==> src/rtl/pm_loader.sv <==
// rtl/pm_loader.sv - serial bootloader that assembles MSB-first bits into program-memory writes
// Holds the CPU in reset while a program image is streamed in.

module pm_loader #(
    parameter int ADD_WIDTH  = 7,
    parameter int DATA_WIDTH = 8,
    parameter int PROG_BYTES = 128
) (
    input  logic                  clk,
    input  logic                  rst_n,
    input  logic                  load_start,
    input  logic                  load_end,
    input  logic                  bit_in,
    input  logic                  bit_valid,
    output logic                  pmWrEn,
    output logic [ADD_WIDTH-1:0]  pm_addr,
    output logic [DATA_WIDTH-1:0] instructionIn,
    output logic                  cpu_rst,
    output logic                  load_busy,
    output logic                  load_done,
    output logic [ADD_WIDTH:0]    byte_count
);

    typedef enum logic [1:0] {
        IDLE = 2'd0,
        LOAD = 2'd1,
        DONE = 2'd2
    } state_t;

    localparam logic [ADD_WIDTH-1:0] ADDR_ONE  = 1;
    localparam logic [ADD_WIDTH:0]   CNT_ONE   = 1;
    localparam logic [ADD_WIDTH:0]   CNT_LAST  = (ADD_WIDTH+1)'(PROG_BYTES);

    state_t                  state, state_next;
    logic [2:0]              bit_cnt, bit_cnt_next;
    logic [7:0]              shift_reg, shift_next;
    logic [ADD_WIDTH-1:0]    addr, addr_next;
    logic [ADD_WIDTH:0]      count_next;
    logic [ADD_WIDTH-1:0]    pm_addr_next;
    logic [DATA_WIDTH-1:0]   instr_next;
    logic                    wr_next;
    logic                    cpu_rst_next;
    logic                    busy_next;
    logic                    done_next;
    logic [7:0]              full_byte;

    assign full_byte = {shift_reg[6:0], bit_in};

    always_ff @(posedge clk or negedge rst_n) begin
        if (!rst_n) begin
            state         <= IDLE;
            bit_cnt       <= 3'd0;
            shift_reg     <= 8'd0;
            addr          <= '0;
            byte_count    <= '0;
            pm_addr       <= '0;
            instructionIn <= '0;
            pmWrEn        <= 1'b0;
            cpu_rst       <= 1'b1;
            load_busy     <= 1'b0;
            load_done     <= 1'b0;
        end else begin
            state         <= state_next;
            bit_cnt       <= bit_cnt_next;
            shift_reg     <= shift_next;
            addr          <= addr_next;
            byte_count    <= count_next;
            pm_addr       <= pm_addr_next;
            instructionIn <= instr_next;
            pmWrEn        <= wr_next;
            cpu_rst       <= cpu_rst_next;
            load_busy     <= busy_next;
            load_done     <= done_next;
        end
    end

    always_comb begin
        state_next   = state;
        bit_cnt_next = bit_cnt;
        shift_next   = shift_reg;
        addr_next    = addr;
        count_next   = byte_count;
        pm_addr_next = pm_addr;
        instr_next   = instructionIn;
        wr_next      = 1'b0;

        case (state)
            IDLE, DONE: begin
                if (load_start) begin
                    state_next   = LOAD;
                    bit_cnt_next = 3'd0;
                    shift_next   = 8'd0;
                    addr_next    = '0;
                    count_next   = '0;
                end
            end
            LOAD: begin
                if (bit_valid) begin
                    shift_next   = full_byte;
                    bit_cnt_next = bit_cnt + 3'd1;
                    if (bit_cnt == 3'd7) begin
                        wr_next      = 1'b1;
                        pm_addr_next = addr;
                        instr_next   = DATA_WIDTH'(full_byte);
                        addr_next    = addr + ADDR_ONE;
                        count_next   = byte_count + CNT_ONE;
                        if (count_next == CNT_LAST) begin
                            state_next = DONE;
                        end
                    end
                end
                // Early end drops any partial byte; a completing 8th bit has already written above.
                if (load_end) begin
                    state_next = DONE;
                end
            end
            default: begin
                state_next = IDLE;
            end
        endcase

        cpu_rst_next = (state_next != DONE);
        busy_next    = (state_next == LOAD);
        done_next    = (state_next == DONE);
    end

endmodule
==> config.mk <==
export PLATFORM = sky130hd
export DESIGN_NAME = pm_loader
export DESIGN_NICKNAME = d
export VERILOG_FILES = /design/src/rtl/pm_loader.sv
export SDC_FILE = /design/constraint.sdc
export NUM_CORES = 1
export LEC_CHECK = 0
export CAP_MARGIN = 10
export CORE_MARGIN = 2
export CORE_UTILIZATION = 35
export DETAILED_ROUTE_END_ITERATION = 8
export GPL_TIMING_DRIVEN = 0
export PLACE_DENSITY = 0.68
export SETUP_SLACK_MARGIN = 0.15
export SLEW_MARGIN = 30
export SYNTH_ARGS = -nofsm -noshare
export SYNTH_HDL_FRONTEND = slang
export SYNTH_SLANG_ARGS = --single-unit
==> constraint.sdc <==
create_clock -name clk -period 1.75 [get_ports clk]
set_input_delay 0.35 -clock clk [delete_from_list [all_inputs] [get_ports clk]]
set_output_delay 0.35 -clock clk [all_outputs]
set_load 0.02 [all_outputs]
---- Word-level counts from Yosys, hierarchy flattened ----
Index checks and enable logic that the tools add are counted.
storage, ports and cells
  register bits ........................... 46
  bits of input ports ..................... 6
  output and inout bits ................... 27
cells by class
  add/subtract/negate cells ............... 3
  equality and inequality tests ........... 10
  multiplexer cells ....................... 22
  reduce and logical (&&, ||, !) cells .... 6
operator list
  kind                                                 number
  2-to-1 mux 7 bit                                     4
  one-hot mux 7 bit (2 select lines)                   2
  2-to-1 mux 8 bit                                     3
  one-hot mux 8 bit (2 select lines)                   1
  2-to-1 mux 2 bit                                     5
  adder 8 x 1 -> 8 bit, second input constant          1
  equality test 8 bit, second input constant           1
  inequality test 2 bit, second input constant         4
  adder 7 x 1 -> 7 bit, second input constant          1
  2-to-1 mux 3 bit                                     2
  one-hot mux 3 bit (2 select lines)                   1
  AND reduction 3 bit                                  2
  equality test 2 x 1 -> 1 bit, second input constant  2
  equality test 2 bit, second input constant           2
  one-hot mux 2 bit (2 select lines)                   1
  AND reduction 4 bit                                  1
  adder 3 x 1 -> 3 bit, second input constant          1
  equality test 3 bit, second input constant           1
  2-to-1 mux 1 bit                                     3
  logical NOT 2 bit                                    1
  nonzero test 2 bit                                   1
  OR reduction 2 bit                                   1

---- Depth between registers and ports, before layout ----
Gate-level depths: netlist of the first run.
  depth in word-level cells ............... 8
  gate-level depth with buffers ........... 7
  gate-level depth less buffers ........... 7

---- Least setup slack after synthesis of the first run ----
Ideal clock, no wire load.
  kind .................................... register -> register
  start ................................... register byte_count[0]
  end ..................................... register load_done
  library setup time ...................... 0.124 ns
  data arrival time ....................... 1.687 ns
  path slack .............................. -0.061 ns
  stages on the path, launching flop included .. 6
  buffers on the path ..................... 0
  clock period less this slack ............ 1.811 ns
  cell sequence ........................... dfrtp_1 > ha_1 > and3_2 > a31oi_1 > a2111oi_4 > a211o_1
between the ends
  cells in the longest elaborated chain, start to end .. 8
ends and longest elaborated chain
  element                             line  RTL
  start: declaration                  21    output logic [ADD_WIDTH:0] byte_count
  start signal: assignment            67    byte_count <= count_next;
  adder 8 x 1 -> 8 bit                106   count_next = byte_count + CNT_ONE;
  equality test 8 bit                 107   if (count_next == CNT_LAST) begin
  2-to-1 mux 2 bit                    107
  2-to-1 mux 2 bit                    101   if (bit_cnt == 3'd7) begin
  2-to-1 mux 2 bit                    98    if (bit_valid) begin
  2-to-1 mux 2 bit                    113   if (load_end) begin
  one-hot mux 2 bit (2 select lines)  87    case (state)
  equality test 2 bit                 124   done_next = (state_next == DONE);
  via done_next                       44    logic done_next;
  end signal: assignment              73    load_done <= done_next;
  end: declaration                    20    output logic load_done,
The timed path passes the listed nets, and every way through them passes these cells.
A chain may end at the register's enable or synchronous reset.

---- Worst setup path in the final report of the first run ----
Same ends and word-level chain as after synthesis.

==> metrics, run 1 <==
most used cell, CP=a211o_1; Peak Freq=0.619 GHz; initial core utilization=35.6%; Slew HR=62.1%; Die Ht=81.0 um; post-DP HPWL=2880 um; post-synthesis async set-or-reset flop share=100%; synth unique cells=36; Boundary Pins=33; Pre-antenna DRT Iters=4; H-tree Lvls=2; first-pass GRT wire length=7370 um; Synth Warn #=0; vias in the first global route=1668; worst-path maximum fanout=4; Sink Count=46; Critical R2R Capture=load_done; MaxCap Viol Count=0; worst path required time=1990 ps; Hold WC Path Type=in2async; Synth Area in Compound Gates=12.6%; CTS Root Cell=clkbuf_8; Seq/Total Area, Yosys=55.6%; Post-Synth Simple-Gate Area=23.0%; Final Hold Violating Endpoints=0; Worst path slowest cell=dfrtp_2; width of the die=81.0 um; worst-path cell chain=ha_4 > xor2_1 > a211o_1 > a2111oi_4 > a211o_1; top cells by area, synth=dfrtp_1 (54%), nand2_1 (14%), o21ai_0 (4.3%); I/O Buffers=32; Num CTS Buffers=5; RSZ-0062 raised after global routing=yes; P_leak=1.43 nW; register area=1160 um^2; CP endpoint kind=flop; fill count=588; initial antenna violation count=0; diode count=0; top flop regs=byte_count: 8 flops, instructionIn: 8 flops; area leader, netlist=dfrtp_1; area of the multi-input gates=953 um^2; largest family of logic cells by synthesized area=simple AND/OR/NAND/NOR gates; status=finished clean; Final GP Congestion=0.731; worst setup path start=byte_count[0]; GRT Total Usage=14.6%; Clk Latency, worst-skew pair=300 ps; nets@finish=277; Die Area=6560 um^2; Setup-failing EPs final=0; vias=1719; largest net degree at the start of global routing=47; vias per cell=5.03; Final Critical Period=1620 ps; Crit Path Class=reg2reg; worst-margin pin slew=568 ps; Cells after Synth=219; Synth top area share=54.3%; post-synthesis mux area share=0%; fraction of layout cells with a size suffix above 1=16.5%; CP arrival=1860 ps; total gr overflow=0; post-synthesis adder-cell area fraction=3.02%; Crit path buffers/inverters=0; antenna viol nets, final=0; DR iter-0 viols=90; Main synth FF type=dfrtp_1; row count=28; Worst-path clk slew=90 ps; Syn Area/Cell=9.47 um^2; DRC violations left=0; Min Hold Slack=36.8 ps; Period Utilization, post-route=92.4%; fin. max-slew vios=0; FF-to-FF Start=byte_count[0]; routed wire length=4360 um; Setup crit end=load_done; Post-CTS Hold Buffers=0; crit-path leading delay family=compound AO/OA/AOI/OAI gates; #FFs+latches synth=46; placed cell area=2530 um^2; Layout area overhead=32.7%; Max IR drop VDD=393 uV; pwr dens=816 nW/um^2; Reg2Reg Depth=5; final instance area=2750 um^2; Synth Cell Area=2070 um^2; drt wl/cell=12.8 um; EDFF count, synth=0; setup slack, reg-to-reg=130 ps; Setup Skew=9.14 ps; Post-Syn Nets=230; clk buf depth=2; Max stage delay on crit path=460 ps; core area=5820 um^2; XOR/XNOR share of the synthesized area=3.38%; CTS tree=built; Crit path depth=5; Worst setup SP type=flop
-- worst register-to-register path, stage by stage (launching register included) --
cell and delay, ps:
dfrtp_2 460, ha_4 200, xor2_1 140, a211o_1 320, a2111oi_4 280, a211o_1 150
-- cell usage after synthesis, types with 2 or more instances --
master	number
and3_2	2
nand2_1	76
a211oi_1	2
dfrtp_1	45
clkbuf_1	7
o31ai_1	3
nand3_1	6
a211o_1	3
and3_1	2
ha_1	5
a21oi_1	2
a31oi_1	2
nor2b_1	3
nor2_1	10
o21ai_0	18
nand2b_1	2
nand4_1	6
xor2_1	7
-- where the power goes --
group | switching [mW] | internal [mW] | total [mW]
Clock | 0.376 | 0.428 | 0.804
Sequential | 0.0386 | 1.12 | 1.16
Combinational | 0.169 | 0.110 | 0.279
-- cells in the final DEF (no fill, tap or decap), types with 6 or more instances in the layout --
master           instances
buf_4                    9
dlygate4sd2_1           22
nor2_1                   9
o21ai_0                 18
dfrtp_1                 42
xor2_1                   7
nand2_1                 76
nand3_1                  6
clkbuf_8                 6
clkdlybuf4s50_1          6
nand4_1                  6
-- repair_timing --
action,CTS,global route
endpoints found under the setup margin,63,44
pin swaps,1,5
setup buffers,5,3
gates resized for setup,40,10
-- metrics by stage --
stage	utilization (%)	total power, mW	cells	setup slack [ps]	TNS, ps
after detailed placement	43.5	1.44	326	-387	-7620
after global routing	47.3	2.35	342	54.0	0
after global placement	43.5	1.43	326	-1120	-51700
final	47.3	2.25	342	134	0
after floorplan	-	1.33	219	146	0
after CTS	46.5	2.26	339	132	0
-- final cells by class --
type,instances,share of cell area (%)
multi-input combinational,162,34.7
clock inverter,3,1.59
sequential,46,42.0
inverter,1,0.136
tap,75,3.41
buffer,10,2.73
clock buffer,5,2.50
timing repair buffer,40,13.0
-- worst min path at each step --
stage / startpoint / to / slack, ps / depth (start not counted)
after floorplan: rst_n / addr[0] / 50 / 0
after global placement: shift_reg[6] / instructionIn[7] / 450 / 2
after detailed placement: rst_n / byte_count[7] / 390 / 1
after CTS: rst_n / byte_count[7] / 60 / 1
after global routing: rst_n / byte_count[5] / 80 / 1
final: rst_n / byte_count[7] / 40 / 1
-- logic make-up (layout without fill, tap and decap cells) --
family	Yosys count	in the layout
AOI/OAI and AO/OA	38	38
xor gates and xnor gates	8	8
adders and majority gates	5	5
buffers and inverters	11	59
DFF	46	46
and+or+nand+nor	111	111
-- per-layer routing --
| layer | vias up | track usage (%) | wire, um |
|---|---|---|---|
| met2 | 27 | 25.3 | 2090 |
| met1 | 847 | 17.4 | 2010 |
| met4 | 0 | 5.76 | 105 |
| li1 | 835 | - | - |
| met3 | 10 | 3.33 | 151 |
| met5 | - | 0 | 0 |
No activity file was read; power rests on OpenSTA's default activity.
==> run 2: changes to the inputs <==
- ABC_AREA: not set -> 1
- CTS_CLUSTER_DIAMETER: not set -> 150
==> metrics, run 2 <==
synth unique cells=27 (-25%); Boundary Pins=33 (unchanged); Synth Area in Compound Gates=13.2% (+0.69 points); Crit Path Class=in2reg; initial core utilization=36.6% (+0.94 points); EDFF count, synth=0 (unchanged); Max IR drop VDD=505 uV (+29%); area leader, netlist=dfrtp_1; dpl ws=-242 ps (+146 ps); CP endpoint kind=flop; #FFs+latches synth=46 (unchanged); worst-margin pin slew=576 ps (+7.46 ps); Die Area=6910 um^2 (+5.4%); Clk Latency, worst-skew pair=300 ps (about the same); Post-Syn Nets=243 (+5.7%); P_leak=1.49 nW (+4.4%); CP arrival=1820 ps (-40 ps); Syn Area/Cell=9.45 um^2 (-0.19%); Worst path slowest cell=clkdlybuf4s50_1; setup ws final=120 ps (-14.0 ps); MaxCap Viol Count=0 (unchanged); Synth Cell Area=2190 um^2 (+5.7%); Post-Synth Simple-Gate Area=22.4% (-0.56 points); Setup-failing EPs final=0 (unchanged); largest family of logic cells by synthesized area=simple AND/OR/NAND/NOR gates; Slew HR=61.6% (-0.50 points); top cells by area, synth=dfrtp_1 (51%), nand2_1 (8.2%), o21ai_2 (6.0%); Layout area overhead=31.9%; Hold WC Path Type=in2async; Main synth FF type=dfrtp_1; Period Utilization, post-route=93.2% (+0.80 points); pwr dens=1150 nW/um^2 (+41%); Worst-path clk slew=90 ps (about the same); total gr overflow=0 (unchanged); commonest non-fill, non-tap cell in the layout=nand2_1; worst-path cell chain=clkdlybuf4s50_1 > nand2_1 > o21ai_4 > nand2_4 > nor2_8 > inv_6 > buf_12 > nand2_1 > nand2_1; vias per cell=4.87 (-3.0%); Die Ht=83.1 um (+2.7%); I/O Buffers=32 (unchanged); vias=1740 (+1.2%); Cells after Synth=232 (+5.9%); post-synthesis adder-cell area fraction=2.85% (-0.16 points); core area=5990 um^2 (+3.0%); CTS tree=built; Sink Count=46 (unchanged); Peak Freq=0.613 GHz (-0.86%); most common library cells after synthesis=nand2_1 (48), dfrtp_1 (45), inv_1 (33); Max stage delay on crit path=490 ps (+30 ps); worst path required time=1940 ps (-50 ps); Pre-antenna DRT Iters=4 (unchanged); Worst setup SP type=input port; nets@finish=292 (+5.4%); post-DP HPWL=3020 um (+4.9%); top-count cell post-synth=nand2_1; initial antenna violation count=0 (unchanged); XOR/XNOR share of the synthesized area=0% (-3.4 points); diode count=0 (unchanged); DRC violations left=0 (unchanged); H-tree Lvls=2 (unchanged); Post-CTS Hold Buffers=0 (unchanged); DR iter-0 viols=85 (-5.6%); Reg2Reg Depth=10 (+5); post-synthesis async set-or-reset flop share=100% (unchanged); vias in the first global route=1698 (+1.8%); drt wl/cell=12.9 um (+1.3%); CTS Root Cell=clkbuf_8; Final Critical Period=1630 ps (+14.0 ps); most frequent cells in the layout=nand2_1 (47), dfrtp_1 (43), inv_1 (32); post-synthesis mux area share=0% (unchanged); Seq/Total Area, Yosys=52.6% (-3.0 points); post-layout power=3.33 mW (+48%); first-pass GRT wire length=7750 um (+5.1%); Final GP Congestion=0.824 (+13%); Synth Warn #=0 (unchanged); worst-path maximum fanout=10 (+6); largest net degree at the start of global routing=47 (unchanged); GRT Total Usage=13.8% (-0.78 points); width of the die=83.1 um (+2.7%); Min Hold Slack=50.6 ps (+13.8 ps); routed wire length=4610 um (+5.7%); fin. max-slew vios=0 (unchanged); row count=28 (unchanged); Final Hold Violating Endpoints=0 (unchanged); antenna viol nets, final=0 (unchanged); Num CTS Buffers=5 (unchanged); most used cell, CP=nand2_1; Setup Skew=8.98 ps (-0.155 ps); clk buf depth=2 (unchanged); status=finished clean; fraction of layout cells with a size suffix above 1=25.5% (+9.1 points); RSZ-0062 raised after global routing=yes; top flop regs=byte_count: 8 flops, instructionIn: 8 flops; Synth top area share=51.4% (-2.9 points)
==> run 2: cell types whose count changed in the layout (fill, tap and decap cells not counted), sizes merged, moves of 4 or more <==
cell    previous run  this run
nand3              6        18
xor2               7         0
inv                2        35
nand2             76        62
and3               4         0
clkbuf            13         8
o21ai             20        34
==> run 2: worst paths after layout <==
path	to	slack, ps	start
setup / recovery	instructionIn[0]	120	load_start
hold / removal	instructionIn[2]	50	rst_n
setup reg to reg	instructionIn[0]	140	bit_cnt[0]
hold reg to reg	pm_addr[4]	490	pm_addr[4]
max in group asynchronous	byte_count[0]	1290	rst_n
min in group clk	pm_addr[4]	490	pm_addr[4]
==> run 2: area by class of cell <==
cell class                      count  area (um^2)
Sequential cell                    46         1150
Fill cell                         563         3100
Buffer                              5         71.3
Inverter                           35          141
Tap cell                           75         93.8
Clock buffer                        6         82.6
Multi-Input combinational cell    146          897
Clock inverter                      2         60.1
Timing Repair Buffer               42          390
==> run 2: logic make-up (layout without fill, tap and decap cells) <==
kind of cell | count (synthesis) | in the layout
AOI/OAI and AO/OA | 41 | 41
adders and majority gates | 5 | 5
DFF | 46 | 46
and+or+nand+nor | 100 | 100
buffers and inverters | 40 | 90
==> run 2: per-stage QoR <==
stage	utilization, %	cells	TNS [ps]	cell area [um^2]
floorplan	-	232	0	2190
global placement	43.5	339	-48600	2610
detailed placement	43.5	339	-4870	2600
CTS	46.9	353	0	2810
global route	48.3	357	0	2890
finish	48.3	357	0	2890
==> run 2: layer usage <==
metal	vias up	global-route usage, %	wire (um)
met5	-	0	0
met4	0	5.66	93
met3	8	4.27	239
met2	42	21.2	2060
met1	841	18.0	2220
li1	849	-	-
==> run 2: power breakdown <==
part           total, mW  leakage (nW)  internal, mW  switching, mW
clock network      0.964        0.0714         0.609          0.355
logic              0.985         0.803         0.408          0.577
registers           1.38         0.619          1.25          0.132
total               3.33          1.49          2.26           1.06
==> run 2: what timing repair did <==
action,CTS,global route
pin swaps,4,3
endpoints found under the hold margin,0,0
resized for setup,31,17
endpoints found under the setup margin,48,41
buffers inserted,6,4
==> run 2: worst max-delay path, delay by kind of cell <==
family / cells / cell delay (ps)
buf+inv: 3 / 710
compound gates: 1 / 140
simple gates: 5 / 610
==> run 3: changes to the inputs <==
- CTS_CLUSTER_SIZE: not set -> 20
- SLEW_MARGIN: 30 -> 25
==> results of run 3 <==
Final layout, timing and power as in run 2 (identical DEF).
